**config.mk**
```make
export PLATFORM = sky130hd
export DESIGN_NAME = jtag_mem_data
export DESIGN_NICKNAME = d
export VERILOG_FILES = /design/src/rtl/jtag_mem_data.sv
export SDC_FILE = /design/constraint.sdc
export NUM_CORES = 1
export LEC_CHECK = 0
export ABC_AREA = 1
export CORE_MARGIN = 3
export CORE_UTILIZATION = 40
export DETAILED_ROUTE_END_ITERATION = 10
export DONT_BUFFER_PORTS = 1
export GPL_TIMING_DRIVEN = 0
export PLACE_DENSITY_LB_ADDON = 0.05
export SLEW_MARGIN = 30
export SYNTH_ARGS = -nofsm -noshare
export SYNTH_HDL_FRONTEND = slang
export SYNTH_SLANG_ARGS = --single-unit
```
**constraint.sdc**
```tcl
create_clock -name TCK -period 2.6 [get_ports TCK]
set_clock_uncertainty 0.05 [all_clocks]
set_input_delay 0.39 -clock TCK [delete_from_list [all_inputs] [get_ports TCK]]
set_output_delay 0.39 -clock TCK [all_outputs]
set_load 0.02 [all_outputs]
```
**src/rtl/jtag_mem_data.sv**
```systemverilog
// jtag_mem_data: BSCAN user data chain bridging a DW+2 bit shift register to a simple
// req/gnt memory port, with read prefetch, auto-increment and overrun flagging.
module jtag_mem_data #(
    parameter int DW = 64
) (
    input  logic            TCK,
    input  logic            RESET,
    input  logic            SEL,
    input  logic            CAPTURE,
    input  logic            SHIFT,
    input  logic            UPDATE,
    input  logic            TDI,
    output logic            TDO,
    input  logic [31:0]     ADDR_IN,
    input  logic            WR_IN,
    input  logic            INC_IN,
    input  logic            ADDR_LOAD,
    input  logic            INIT_IN,
    output logic            MEM_REQ,
    output logic            MEM_WE,
    output logic [31:0]     MEM_ADDR,
    output logic [DW-1:0]   MEM_WDATA,
    output logic [DW/8-1:0] MEM_BE,
    input  logic            MEM_GNT,
    input  logic            MEM_RVALID,
    input  logic [DW-1:0]   MEM_RDATA
);
    typedef enum logic [1:0] {IDLE, RD_REQ, RD_WAIT, WR_REQ} state_t;
    state_t state, state_nxt;
    logic [DW+1:0] sr;
    logic [31:0]   ptr, ld_addr;
    logic [DW-1:0] rdata_q;
    logic          rd_valid, ovr, pend, ld_pend;
    logic          load, upd, idle, busy, rd_ret, pend_set, wr_upd, rd_upd;

    assign load     = ADDR_LOAD & INIT_IN;
    assign upd      = SEL & UPDATE & INIT_IN & ~ADDR_LOAD;
    assign idle     = state == IDLE;
    assign busy     = state == RD_REQ || state == WR_REQ;
    assign rd_ret   = INIT_IN && state == RD_WAIT && MEM_RVALID;
    assign pend_set = load & ~WR_IN & (state == RD_REQ || state == RD_WAIT);
    assign wr_upd   = upd & WR_IN & idle;
    assign rd_upd   = upd & ~WR_IN & INC_IN & idle;

    assign TDO       = sr[0];
    assign MEM_REQ   = INIT_IN & busy;
    assign MEM_WE    = INIT_IN & (state == WR_REQ);
    assign MEM_ADDR  = ptr;
    assign MEM_BE    = '1;

    always_comb begin
        state_nxt = state;
        if (!INIT_IN)
            state_nxt = IDLE;
        else
            case (state)
                IDLE:    state_nxt = wr_upd ? WR_REQ : (rd_upd || (load && !WR_IN)) ? RD_REQ : IDLE;
                RD_REQ:  state_nxt = MEM_GNT ? RD_WAIT : RD_REQ;
                RD_WAIT: state_nxt = !MEM_RVALID ? RD_WAIT : (pend || pend_set) ? RD_REQ : IDLE;
                WR_REQ:  state_nxt = MEM_GNT ? IDLE : WR_REQ;
                default: state_nxt = IDLE;
            endcase
    end

    always_ff @(posedge TCK)
        state <= RESET ? IDLE : state_nxt;

    always_ff @(posedge TCK) begin
        if (RESET) begin
            sr        <= '0;
            ptr       <= '0;
            ld_addr   <= '0;
            rdata_q   <= '0;
            MEM_WDATA <= '0;
            rd_valid  <= 1'b0;
            ovr       <= 1'b0;
            pend      <= 1'b0;
            ld_pend   <= 1'b0;
        end else begin
            if (SEL && CAPTURE)
                sr <= {ovr, rd_valid, rdata_q};
            else if (SEL && SHIFT)
                sr <= {TDI, sr[DW+1:1]};
            if (!INIT_IN) begin
                pend    <= 1'b0;
                ld_pend <= 1'b0;
            end else begin
                // MEM_ADDR must hold while a request is up, so loads then wait for the grant
                if (busy && MEM_GNT) begin
                    ptr     <= load ? ADDR_IN : ld_pend ? ld_addr :
                               (state == WR_REQ && INC_IN) ? ptr + 32'd8 : ptr;
                    ld_pend <= 1'b0;
                end else if (load && busy) begin
                    ld_pend <= 1'b1;
                    ld_addr <= ADDR_IN;
                end else if (load)
                    ptr <= ADDR_IN;
                else if (rd_upd)
                    ptr <= ptr + 32'd8;
                if (load || rd_upd)
                    rd_valid <= 1'b0;
                else if (rd_ret)
                    rd_valid <= ~pend;
                if (load)
                    ovr <= 1'b0;
                else if (upd && !idle && (WR_IN || INC_IN))
                    ovr <= 1'b1;
                if (rd_ret)
                    rdata_q <= MEM_RDATA;
                if (rd_ret)
                    pend <= 1'b0;
                else if (pend_set)
                    pend <= 1'b1;
                if (wr_upd)
                    MEM_WDATA <= sr[DW-1:0];
            end
        end
    end
endmodule
```
Word-level counts from Yosys, hierarchy flattened
Cells that the tools add are included.
W data, S select, Z words.
{"block": "op_classes", "add_sub_neg": 1, "n_mul": 0, "div_mod_pow": 0, "n_lt_le_gt_ge": 0, "eq_ne": 5, "n_shift": 0, "mux": 20, "bitwise_logic": 18, "n_reduce_logical": 32}
{"cell": "$mux W32", "count": 7}
{"cell": "$mux W66", "count": 2}
{"cell": "$add A32 B4 Y32 const B", "count": 1}
{"cell": "$and A1 B1 Y1", "count": 13}
{"cell": "$logic_and A1 B1 Y1", "count": 10}
{"cell": "$mux W2", "count": 4}
{"cell": "$pmux W2 S4", "count": 1}
{"cell": "$reduce_and A2 Y1", "count": 4}
{"cell": "$logic_or A1 B1 Y1", "count": 6}
{"cell": "$mux W1", "count": 6}
{"cell": "$reduce_bool A2 Y1", "count": 3}
{"cell": "$reduce_or A3 Y1", "count": 2}
{"cell": "$not A1 Y1", "count": 5}
{"cell": "$eq A2 B2 Y1 const B", "count": 2}
{"cell": "$ne A4 B3 Y1 const B", "count": 1}
{"cell": "$reduce_and A4 Y1", "count": 1}
{"cell": "$reduce_and A3 Y1", "count": 1}
{"cell": "$reduce_bool A3 Y1", "count": 1}
{"cell": "$eq A2 B1 Y1 const B", "count": 1}
{"cell": "$logic_not A1 Y1", "count": 2}
{"cell": "$logic_not A2 Y1", "count": 1}
{"cell": "$ne A2 B2 Y1 const B", "count": 1}
{"cell": "$reduce_or A2 Y1", "count": 1}
{"block": "totals", "ff_bits": 264, "latch_bits": 0, "mem_bits_rw": 0, "rom_bits": 0, "input_bits": 109, "out_inout_bits": 107, "mem_count": 0}

Depth between registers and ports, before layout
{"block": "depth", "depth_word": 10, "mapped_depth": 14, "ltp_nobuf": 13}

Least setup slack after synthesis
Ideal clock, no wire load.
{"block": "synth_timing", "path_kind": "flip-flop to flip-flop", "start": "reg state[1]", "end": "reg ptr[17] (netlist: MEM_ADDR[17])", "setup_time_ps": 122, "arrival_ps": 1573, "required_ps": 2428, "slack_ps": 856, "stages_incl_launch_ff": 13, "path_buffers": 2, "synth_period_minus_slack_ps": 1744, "cell_sequence": "dfxtp_1 -> inv_1 -> ha_1 -> nor2_4 -> nor2_2 -> nand2_2 -> inv_4 -> nor2_1 -> nand3_2 -> buf_6 -> buf_6 -> nor2_1 -> a21oi_1"}
{"block": "synth_between", "elab_chain_cells": 5}
{"element": "start, declared", "line_no": "29", "text": "state_t state, state_nxt;"}
{"element": "start signal, assigned", "line_no": "66", "text": "state <= RESET ? IDLE : state_nxt;"}
{"element": "$eq A2 B1 Y1 or $eq A2 B2 Y1 (tied branches)", "line_no": "39, 91"}
{"element": "$logic_or A1 B1 Y1", "line_no": "39", "text": "assign busy = state == RD_REQ || state == WR_REQ;"}
{"element": "$logic_and A1 B1 Y1 (on tied branches)", "line_no": "89, 93"}
{"element": "$ne A4 B3 Y1 (no line), or another cell as far along"}
{"element": "$reduce_and A4 Y1 (no line)"}
{"element": "end signal, assigned", "line_no": "90", "text": "ptr <= load ? ADDR_IN : ld_pend ? ld_addr :"}
{"element": "end signal, assigned", "line_no": "99", "text": "ptr <= ptr + 32'd8;"}
{"element": "end, declared", "line_no": "31", "text": "logic [31:0] ptr, ld_addr;"}
Parallel ways exist; a longest one is shown, timed or not.
A chain may end at the register's enable or synchronous reset.

Worst setup path in the final report
Ends and elaborated chain as after synthesis.

==> reports/results.txt <==
via count: 11,500
fraction of layout cells with a size suffix above 1: 5.38%
Unique masters post-synth: 35
Ys Warns: 0
Yosys reg bits: 264
clock latency on the worst-skew pair: 0.55 ns
fmax: 421 MHz
CTS tree: built
DRC violations left: 0
Max VDD drop: 0.561 mV
WL final: 39,200 um
Synth Flop Type: dfxtp_1
Hold Slack: 0.0203 ns
Setup crit start kind: register
antenna violations before repair: 0
worst rel slew slack: 33.8%
DP HPWL: 28,800 um
H-tree Lvls: 1
family with the most delay on the worst path: compound AO/OA/AOI/OAI gates
vias in the first global route: 10,800
antenna diode count: 0
Die Area: 32,200 um^2
Setup Crit Path Kind: register to register
PD cells: 659 nW/um^2
Final Cycle Share: 91.5%
highest cell delay on the worst timing path: 0.68 ns
clk sinks: 264
Final ANT Viol Nets: 0
unrepaired setup endpoints after global routing: no
hold violation count in the final report: 0
drt via density: 5.13
Worst Setup End Kind: register
buffers and inverters on the worst path: 2
fill cell count: 3,031
post-route setup TNS: 0 ns
P_leak: 5.69 nW
Most common cell on crit path: nor2_4
setup violators final: 0
total power: 9.50 mW
Async SR Flop Fraction: 0%
met1 Use GR: 33.0%
Synth top area share: 44.0%
Final Wtd Congestion: 0.894
Yosys top cell by area: dfxtp_1
max cap viols: 0
IO Port Bufs: 0
HP Class: primary input to register
Area Growth Syn to Fin: 20.0%
first-pass GRT wire length: 60,300 um
Num CTS Buffers: 30
post-synthesis instance area: 12,000 um^2
DR WL/cell: 17.5 um
Die Wd: 179 um
fin crit period: 2.38 ns
Root Buffer: clkbuf_16
GRT Max-Usage Layer: met2
std cell rows: 62
crit-path max FO: 10
1st-iter DRT viols: 791
Pre-antenna DRT Iters: 5
initial core utilization: 41.2%
max-slew violations: 0
GR Layer Usage met3: 5.27%
post-CTS resize count: 0
Crit-path slowest cell: o31ai_1
Max Root-Sink Buffers: 3
Final #Nets: 1,951
FF-to-FF setup slack: 0.22 ns
Top Ports: 216
core area: 29,200 um^2
Syn Inst Count: 1,715
CP required: 3.02 ns
final worst slack: 0.222 ns
Clock Pin Slew Worst Setup and Hold Paths: 0.06 ns
synth top area cells: dfxtp_1, inv_1, o21ai_0
cell area after layout: 14,400 um^2
worst slack at placement: 0.373 ns
EDFF count, synth: 0
setup bufs post-CTS: 0
Avg Cell Area, Syn: 7.01 um^2
Post-DP Area: 12,500 um^2
largest net degree at the start of global routing: 15
Worst Max-Slew Pin Slew: 0.992 ns
outcome: complete, no violations
chip height: 179 um
CP cell instances: inv_1 > ha_1 > nor2_4 > nor2_4 > nand2_2 > clkbuf_1 > o31ai_1 > nor2_1 > a21oi_1
Seq/Total Area, Yosys: 44.0%
met2 usage: 38.1%
GRT Total Usage: 23.8%
WP data arrival: 2.80 ns
GR Overflow Total: 0
==> path summary, 6_finish.rpt <==
path                               startpoint           end  depth (start not counted)
worst max-delay path                 state[1]  MEM_ADDR[17]                          9
worst min-delay path            MEM_RDATA[32]   rdata_q[32]                          2
worst max register to register       state[1]  MEM_ADDR[17]                          9
worst min register to register     ld_addr[4]    ld_addr[4]                          2
==> worst reg2reg max path: stages, from the launching register on <==
cell	delay, ns
dfxtp_1	0.33
inv_1	0.11
ha_1	0.22
nor2_4	0.07
nor2_4	0.15
nand2_2	0.11
clkbuf_1	0.27
o31ai_1	0.68
nor2_1	0.13
a21oi_1	0.18
==> state kept, by name, indices dropped and copies added, names as in the netlist <==
name       cells
rdata_q       64
MEM_ADDR      32
MEM_WDATA     64
sr            66
state          2
ld_pend        1
pend           1
ovr            1
rd_valid       1
ld_addr       32
==> Yosys cell counts (7+ instances only) <==
cell type	instances
o211ai_1	68
nand2_1	219
dfxtp_1	264
a211oi_1	7
o21ai_0	198
buf_4	10
inv_1	279
a21oi_1	184
buf_1	14
clkbuf_1	79
nor2_1	137
buf_2	18
nand3_1	176
o31ai_1	8
==> cell type report <==
cell class / count / area, um^2 / share of cell area (%)
Clock buffer: 44 / 915 / 6.34
Inverter: 287 / 1080 / 7.49
Timing Repair Buffer: 82 / 821 / 5.69
Sequential cell: 264 / 5290 / 36.7
Tap cell: 384 / 480 / 3.33
Buffer: 123 / 537 / 3.72
Multi-Input combinational cell: 1048 / 5140 / 35.7
Clock inverter: 11 / 158 / 1.09
==> layer usage <==
layer / up-vias / part of all wire [%] / wire length [um]
li1: 5806 / - / -
met1: 5289 / 46 / 17900
met2: 360 / 44 / 17500
met3: 46 / 8.0 / 3120
met4: 0 / 2.0 / 780
met5: - / 0 / 0
==> where the power goes <==
| part | switching [mW] | internal [mW] | leakage (nW) | total [mW] |
|---|---|---|---|---|
| combinational | 0.437 | 0.238 | 3.02 | 0.675 |
| sequential | 0.142 | 4.11 | 2.13 | 4.26 |
| clock | 1.75 | 2.81 | 0.532 | 4.57 |
==> metrics by stage <==
stage | cells | util [%]
after floorplan | 1722 | -
after global placement | 2106 | 42.9
after detailed placement | 2106 | 42.9
after CTS | 2243 | 49.4
after global routing | 2243 | 49.4
final | 2243 | 49.4
==> logic make-up (layout without fill, tap and decap cells) <==
| group | Yosys count | count (layout) | share of synthesized area, % |
|---|---|---|---|
| xor+xnor | 7 | 7 | 0.510 |
| other cells | 1 | 8 | 0.0312 |
| fa+ha+maj | 6 | 6 | 0.625 |
| buf+inv | 410 | 547 | 13.5 |
| flops | 264 | 264 | 44.0 |
| simple gates | 552 | 552 | 19.7 |
| compound gates | 475 | 475 | 21.7 |
==> what timing repair did <==
item                                   4_1_cts  5_1_grt
setup endpoints to repair                    0        0
endpoints found under the hold margin       84        0
hold buffers                                82        0
==> cells in the final DEF (no fill, tap or decap), types with 18 or more instances in the layout <==
cell | netlist | routed
inv_1 | 279 | 279
dfxtp_1 | 264 | 264
nand2_1 | 219 | 219
o21ai_0 | 198 | 198
a21oi_1 | 184 | 184
nand3_1 | 176 | 176
nor2_1 | 137 | 137
clkbuf_1 | 79 | 83
dlygate4sd3_1 | 0 | 82
o211ai_1 | 68 | 68
clkbuf_16 | 0 | 31
buf_2 | 18 | 18
No activity file was read; power rests on OpenSTA's default activity.
